<file path="config.mk">
export PLATFORM = sky130hd
export DESIGN_NAME = jtag_uart_ctrl
export DESIGN_NICKNAME = d
export VERILOG_FILES = /design/src/rtl/jtag_uart_ctrl.sv
export SDC_FILE = /design/constraint.sdc
export NUM_CORES = 1
export LEC_CHECK = 0
export CAP_MARGIN = 20
export CORE_ASPECT_RATIO = 1.25
export CORE_MARGIN = 5
export CORE_UTILIZATION = 46
export CTS_BUF_LIST = sky130_fd_sc_hd__clkbuf_8 sky130_fd_sc_hd__clkbuf_16
export DETAILED_ROUTE_END_ITERATION = 7
export PLACE_DENSITY = 0.67
export SLEW_MARGIN = 5
export SYNTH_ARGS = -nofsm -noshare
export SYNTH_HDL_FRONTEND = slang
export SYNTH_SLANG_ARGS = --single-unit
</file>
<file path="constraint.sdc">
create_clock -name clk_clk -period 2.6 [get_ports clk_clk]
set_input_delay 0.26 -clock clk_clk [delete_from_list [all_inputs] [get_ports clk_clk]]
set_output_delay 0.26 -clock clk_clk [all_outputs]
set_load 0.005 [all_outputs]
</file>
<file path="src/rtl/jtag_uart_ctrl.sv">
// Avalon-MM master that drives the JTAG UART slave: buffers TX bytes, tracks the slave's
// write space, and fetches RX bytes on poll timeout or interrupt.
module jtag_uart_ctrl #(
    parameter int TX_DEPTH    = 8,
    parameter int POLL_CYCLES = 1024
) (
    input  logic        clk_clk,
    input  logic        reset_reset_n,
    input  logic [7:0]  tx_data,
    input  logic        tx_valid,
    output logic        tx_ready,
    output logic [7:0]  rx_data,
    output logic        rx_valid,
    input  logic        rx_ready,
    output logic        busy,
    output logic        av_chipselect,
    output logic        av_address,
    output logic        av_read_n,
    output logic        av_write_n,
    output logic [31:0] av_writedata,
    input  logic [31:0] av_readdata,
    input  logic        av_waitrequest,
    input  logic        av_irq
);

    localparam int PW = (TX_DEPTH > 1) ? $clog2(TX_DEPTH) : 1;
    localparam int LW = PW + 1;
    localparam int TW = (POLL_CYCLES > 1) ? $clog2(POLL_CYCLES) : 1;
    localparam logic [TW-1:0] RELOAD     = TW'(POLL_CYCLES - 1);
    localparam logic [LW-1:0] FULL_LEVEL = LW'(TX_DEPTH);

    typedef enum logic [2:0] {
        S_INIT,
        S_IDLE,
        S_RD_CTRL,
        S_WR_DATA,
        S_RD_DATA
    } state_t;

    state_t         state_q, state_d;
    logic           cs_q, cs_d;
    logic           addr_q, addr_d;
    logic           read_n_q, read_n_d;
    logic           write_n_q, write_n_d;
    logic [31:0]    wdata_q, wdata_d;
    logic [7:0]     rx_data_q, rx_data_d;
    logic           rx_valid_q, rx_valid_d;
    logic [15:0]    wspace_q, wspace_d;
    logic           rx_pend_q, rx_pend_d;
    logic [TW-1:0]  timer_q, timer_d;
    logic           last_rx_q, last_rx_d;
    logic [PW-1:0]  wr_ptr_q, wr_ptr_d;
    logic [PW-1:0]  rd_ptr_q, rd_ptr_d;
    logic [LW-1:0]  level_q, level_d;

    logic [7:0]     fifo_mem [TX_DEPTH];
    logic           fifo_full;
    logic           fifo_empty;
    logic           push;
    logic           pop;
    logic           done;
    logic           txw;
    logic           txc;
    logic           rxr;
    logic           grant_rx;
    logic           unused_readdata;

    assign fifo_full  = (level_q == FULL_LEVEL);
    assign fifo_empty = (level_q == '0);
    assign tx_ready   = (state_q != S_INIT) && !fifo_full;
    assign push       = tx_valid && tx_ready;
    assign done       = cs_q && !av_waitrequest;

    assign txw      = !fifo_empty && (wspace_q != 16'h0);
    assign txc      = !fifo_empty && (wspace_q == 16'h0) && (timer_q == '0);
    assign rxr      = rx_pend_q && !rx_valid_q;
    // On a tie the side that did not win last time takes the bus.
    assign grant_rx = rxr && (!(txw || txc) || !last_rx_q);

    assign unused_readdata = ^av_readdata[14:8];

    always_ff @(posedge clk_clk) begin
        if (push) begin
            fifo_mem[wr_ptr_q] <= tx_data;
        end
    end

    always_comb begin
        state_d    = state_q;
        cs_d       = cs_q;
        addr_d     = addr_q;
        read_n_d   = read_n_q;
        write_n_d  = write_n_q;
        wdata_d    = wdata_q;
        rx_data_d  = rx_data_q;
        rx_valid_d = rx_valid_q;
        wspace_d   = wspace_q;
        rx_pend_d  = rx_pend_q;
        last_rx_d  = last_rx_q;
        pop        = 1'b0;
        timer_d    = (timer_q != '0) ? timer_q - TW'(1) : timer_q;

        if (rx_valid_q && rx_ready) begin
            rx_valid_d = 1'b0;
        end

        case (state_q)
            S_INIT: begin
                if (!cs_q) begin
                    cs_d      = 1'b1;
                    addr_d    = 1'b1;
                    write_n_d = 1'b0;
                    wdata_d   = 32'h1;
                end else if (done) begin
                    cs_d      = 1'b0;
                    write_n_d = 1'b1;
                    state_d   = S_IDLE;
                end
            end
            S_IDLE: begin
                if (grant_rx) begin
                    state_d   = S_RD_DATA;
                    cs_d      = 1'b1;
                    addr_d    = 1'b0;
                    read_n_d  = 1'b0;
                    last_rx_d = 1'b1;
                end else if (txw) begin
                    state_d   = S_WR_DATA;
                    cs_d      = 1'b1;
                    addr_d    = 1'b0;
                    write_n_d = 1'b0;
                    wdata_d   = {24'h0, fifo_mem[rd_ptr_q]};
                    last_rx_d = 1'b0;
                end else if (txc) begin
                    state_d   = S_RD_CTRL;
                    cs_d      = 1'b1;
                    addr_d    = 1'b1;
                    read_n_d  = 1'b0;
                    last_rx_d = 1'b0;
                end
            end
            S_RD_CTRL: begin
                if (done) begin
                    cs_d     = 1'b0;
                    read_n_d = 1'b1;
                    state_d  = S_IDLE;
                    wspace_d = av_readdata[31:16];
                    if (av_readdata[31:16] == 16'h0) begin
                        timer_d = RELOAD;
                    end
                end
            end
            S_WR_DATA: begin
                if (done) begin
                    cs_d      = 1'b0;
                    write_n_d = 1'b1;
                    state_d   = S_IDLE;
                    pop       = 1'b1;
                    wspace_d  = wspace_q - 16'h1;
                end
            end
            S_RD_DATA: begin
                if (done) begin
                    cs_d     = 1'b0;
                    read_n_d = 1'b1;
                    state_d  = S_IDLE;
                    if (av_readdata[15]) begin
                        rx_data_d  = av_readdata[7:0];
                        rx_valid_d = 1'b1;
                    end
                    rx_pend_d = (av_readdata[31:16] != 16'h0);
                    if (av_readdata[31:16] == 16'h0) begin
                        timer_d = RELOAD;
                    end
                end
            end
            default: begin
                state_d = S_INIT;
            end
        endcase

        // A level interrupt keeps the RX side pending even if the last read drained it.
        if (((timer_q == '0) && !rx_pend_q) || av_irq) begin
            rx_pend_d = 1'b1;
            timer_d   = RELOAD;
        end

        wr_ptr_d = push ? wr_ptr_q + PW'(1) : wr_ptr_q;
        rd_ptr_d = pop  ? rd_ptr_q + PW'(1) : rd_ptr_q;
        level_d  = level_q + LW'(push) - LW'(pop);
    end

    always_ff @(posedge clk_clk) begin
        if (!reset_reset_n) begin
            state_q    <= S_INIT;
            cs_q       <= 1'b0;
            addr_q     <= 1'b0;
            read_n_q   <= 1'b1;
            write_n_q  <= 1'b1;
            wdata_q    <= 32'h0;
            rx_data_q  <= 8'h0;
            rx_valid_q <= 1'b0;
            wspace_q   <= 16'h0;
            rx_pend_q  <= 1'b0;
            timer_q    <= RELOAD;
            last_rx_q  <= 1'b0;
            wr_ptr_q   <= '0;
            rd_ptr_q   <= '0;
            level_q    <= '0;
        end else begin
            state_q    <= state_d;
            cs_q       <= cs_d;
            addr_q     <= addr_d;
            read_n_q   <= read_n_d;
            write_n_q  <= write_n_d;
            wdata_q    <= wdata_d;
            rx_data_q  <= rx_data_d;
            rx_valid_q <= rx_valid_d;
            wspace_q   <= wspace_d;
            rx_pend_q  <= rx_pend_d;
            timer_q    <= timer_d;
            last_rx_q  <= last_rx_d;
            wr_ptr_q   <= wr_ptr_d;
            rd_ptr_q   <= rd_ptr_d;
            level_q    <= level_d;
        end
    end

    assign rx_data       = rx_data_q;
    assign rx_valid      = rx_valid_q;
    assign busy          = cs_q;
    assign av_chipselect = cs_q;
    assign av_address    = addr_q;
    assign av_read_n     = read_n_q;
    assign av_write_n    = write_n_q;
    assign av_writedata  = wdata_q;

endmodule
</file>
==> qor.txt <==
Internal power: 0.00445 W
Worst setup SP type: register
WL per Instance: 16.9 um
Final core area utilization: 0.579
Antenna diodes: 0
CP cell instances: inv_1, ha_1, a22oi_1, nand2_1, ha_1, inv_1, ha_1, inv_1, fa_1, xor2_1, nor2_1
Critical path's largest stage delay: 0.37 ns
H-tree levels: 4
Tightest hold margin: 0.460 ns
Dpl cell area: 0.00672 sq mm
Routed met3 length: 476 um
Max Clock Skew: 0.0115 ns
Max Slew Vio Count: 0
Post-DRT Antenna Nets: 0
I/O pin total: 93
CP bufs+invs: 3
Most used flip-flop cell after synthesis: dfxtp_1
CP arrival: 2.50 ns
VDD IR max: 0.000470 V
CP Capture Type: register
Die Height: 137 um
Initial DRC Count: 180
EDFF count, synth: 64
DR WL met2: 6900 um
NetSw: 0.00171 W
Most frequent cells in the layout: dfxtp_1 (65), edfxtp_1 (64), clkdlybuf4s50_1 (61), nand2_1 (44), nor2_1 (44)
Sequential fraction of the synthesis area: 0.544
Synth Register Bits: 129
Final setup TNS: 0 ns
Chip width: 111 um
Leakage dissipation: 2.68 nW
Mapped Area: 0.00592 sq mm
Slew @ Worst Pin: 0.962 ns
Worst-path clk slew: 0.06 ns
Post-layout min period: 2.20 ns
Antenna violations before repair: 0
Worst Path Max Fanout: 4
Hold_buf cts: 0
Critical-path top delay cell: fa_1
Root Driver: clkbuf_16
GPL Wtd Cong: 0.862
Pin count of the biggest net entering global routing: 24
I/O Buffers: 61
Vias per cell: 5.45
Worst skew pair latency: 0.41 ns
Sw frac: 0.278
Number of global-route vias before repair: 4192
Status: complete, no violations
Design Area, Final: 0.00733 sq mm
Top Family by Delay on Critical Path: adder cells
Clock buffer depth: 2
Layout cell share with drive strength beyond 1: 0.150
Core Box Area: 0.0127 sq mm
PD cells: 841 mW/mm^2
Setup Viol. Count Final: 0
Cts bufs inserted: 17
Final hold vios: 0
Setup Fix Bufs, Post-CTS: 0
DR vias: 4216
Min-Delay Path Class: in -> reg
Commonest non-fill, non-tap cell in the layout: dfxtp_1
CTS Sinks: 129
Combinational Power Share: 0.218
Max_slew headroom: 0.353
M1 wire length: 5500 um
Critical Path RT: 2.90 ns
Global-route total usage across every layer: 0.177
First-pass GRT wire length: 21100 um
Detail Placement HPWL: 9240 um
Die area: 0.0153 sq mm
Syn Inst Count: 515
Crit share post-route: 0.846
Initial Util: 0.467
RSZ-0062 raised after global routing: false
FMAX: 455 MHz
Synth Warn #: 0
TritonRoute pass-1 iters: 4
Clock tree from TritonCTS: done
Max layer used: met4
Syn Area/Cell: 11.5 sq um
Setup CP Type: reg -> reg
DRC violation count after routing: 0
Max_cap viols: 0
GRT overflow: 0
Ys async rst share: 0
Area delta synth->final: 23.9%
Clock share of power: 0.396
# resized after CTS: 0
Cell variety after synth: 67
Sequential power share: 0.386
Nets@finish: 650
WL final: 13100 um
Row Count: 46
[power by group through the flow]
stage                     Combinational (W)  Sequential [W]  Clock, W
final                               0.00134         0.00238   0.00244
after global routing                0.00148         0.00240   0.00259
after CTS                           0.00135         0.00238   0.00248
after detailed placement            0.00133         0.00242         0
after global placement              0.00131         0.00242         0
after floorplan                    0.000864         0.00242         0
[kinds of logic (layout without fill, tap and decap cells)]
logic type               count (synthesis)  after routing  share of synthesized area
AO/OA/AOI/OAI                           86             86                     0.0983
XOR/XNOR                                10             10                     0.0148
adder cells (fa/ha/maj)                 11             11                     0.0245
buffers and inverters                   65            133                     0.0594
flip-flops                             129            129                      0.544
multiplexers                            38             38                     0.0981
other                                    1             24                   0.000634
AND/OR/NAND/NOR                        175            175                      0.160
[worst reg2reg max path: stages, from the launching register on]
cell     delay (ns)
dfxtp_1        0.31
inv_1          0.07
ha_1           0.20
a22oi_1        0.21
nand2_1        0.14
ha_1           0.31
inv_1          0.06
ha_1           0.15
inv_1          0.05
fa_1           0.37
xor2_1         0.17
nor2_1         0.06
[cell type report]
cell class / count / area [sq um]
Timing Repair Buffer: 86 / 798
Multi-Input combinational cell: 344 / 2430
Tap cell: 168 / 210
Inverter: 15 / 56.3
Clock inverter: 13 / 160
Clock buffer: 19 / 453
Fill cell: 1051 / 5330
Sequential cell: 129 / 3220
[routing by layer]
layer / GRT usage / vias to the layer above
li1: - / 2032
met1: 0.208 / 2071
met2: 0.315 / 94
met3: 0.0456 / 19
met4: 0.0629 / 0
met5: 0 / -
[sequential cells by signal, indices dropped and copies added, names as in the netlist, 3 cells and up, named ones only]
register      cells
wr_ptr_q          3
av_writedata      8
fifo_mem         64
wspace_q         16
state_q           3
timer_q          10
rd_ptr_q          3
level_q           4
rx_data           8
[stage by stage]
step	power (W)	setup slack (ns)	instances
floorplan	0.00328	0.150	538
global placement	0.00372	0.180	742
detailed placement	0.00376	0.152	742
CTS	0.00621	0.407	774
global route	0.00647	0.281	774
finish	0.00617	0.401	774
[cell usage after synthesis (all sizes together), types with 8 or more instances]
master / n / area (sq um)
mux4: 16 / 360
buf: 32 / 228
nand2: 44 / 165
ha: 10 / 125
o21ai: 15 / 75.1
nor4: 11 / 83.8
o2bb2ai: 8 / 70.1
a21oi: 23 / 119
clkbuf: 18 / 67.6
edfxtp: 64 / 1920
nor2: 44 / 165
dfxtp: 65 / 1300
nand3: 20 / 100
mux2i: 22 / 220
inv: 15 / 56.3
nor3: 13 / 97.6
[worst paths after layout]
check                  start               to  slack, ns  depth (start not counted)
min reg2reg  av_writedata[6]  av_writedata[6]       0.46                          1
max reg2reg       level_q[2]       level_q[2]       0.40                         11
max               level_q[2]       level_q[2]       0.40                         11
min           av_readdata[7]       rx_data[7]       0.46                          3
No activity file was read; power rests on OpenSTA's default activity.
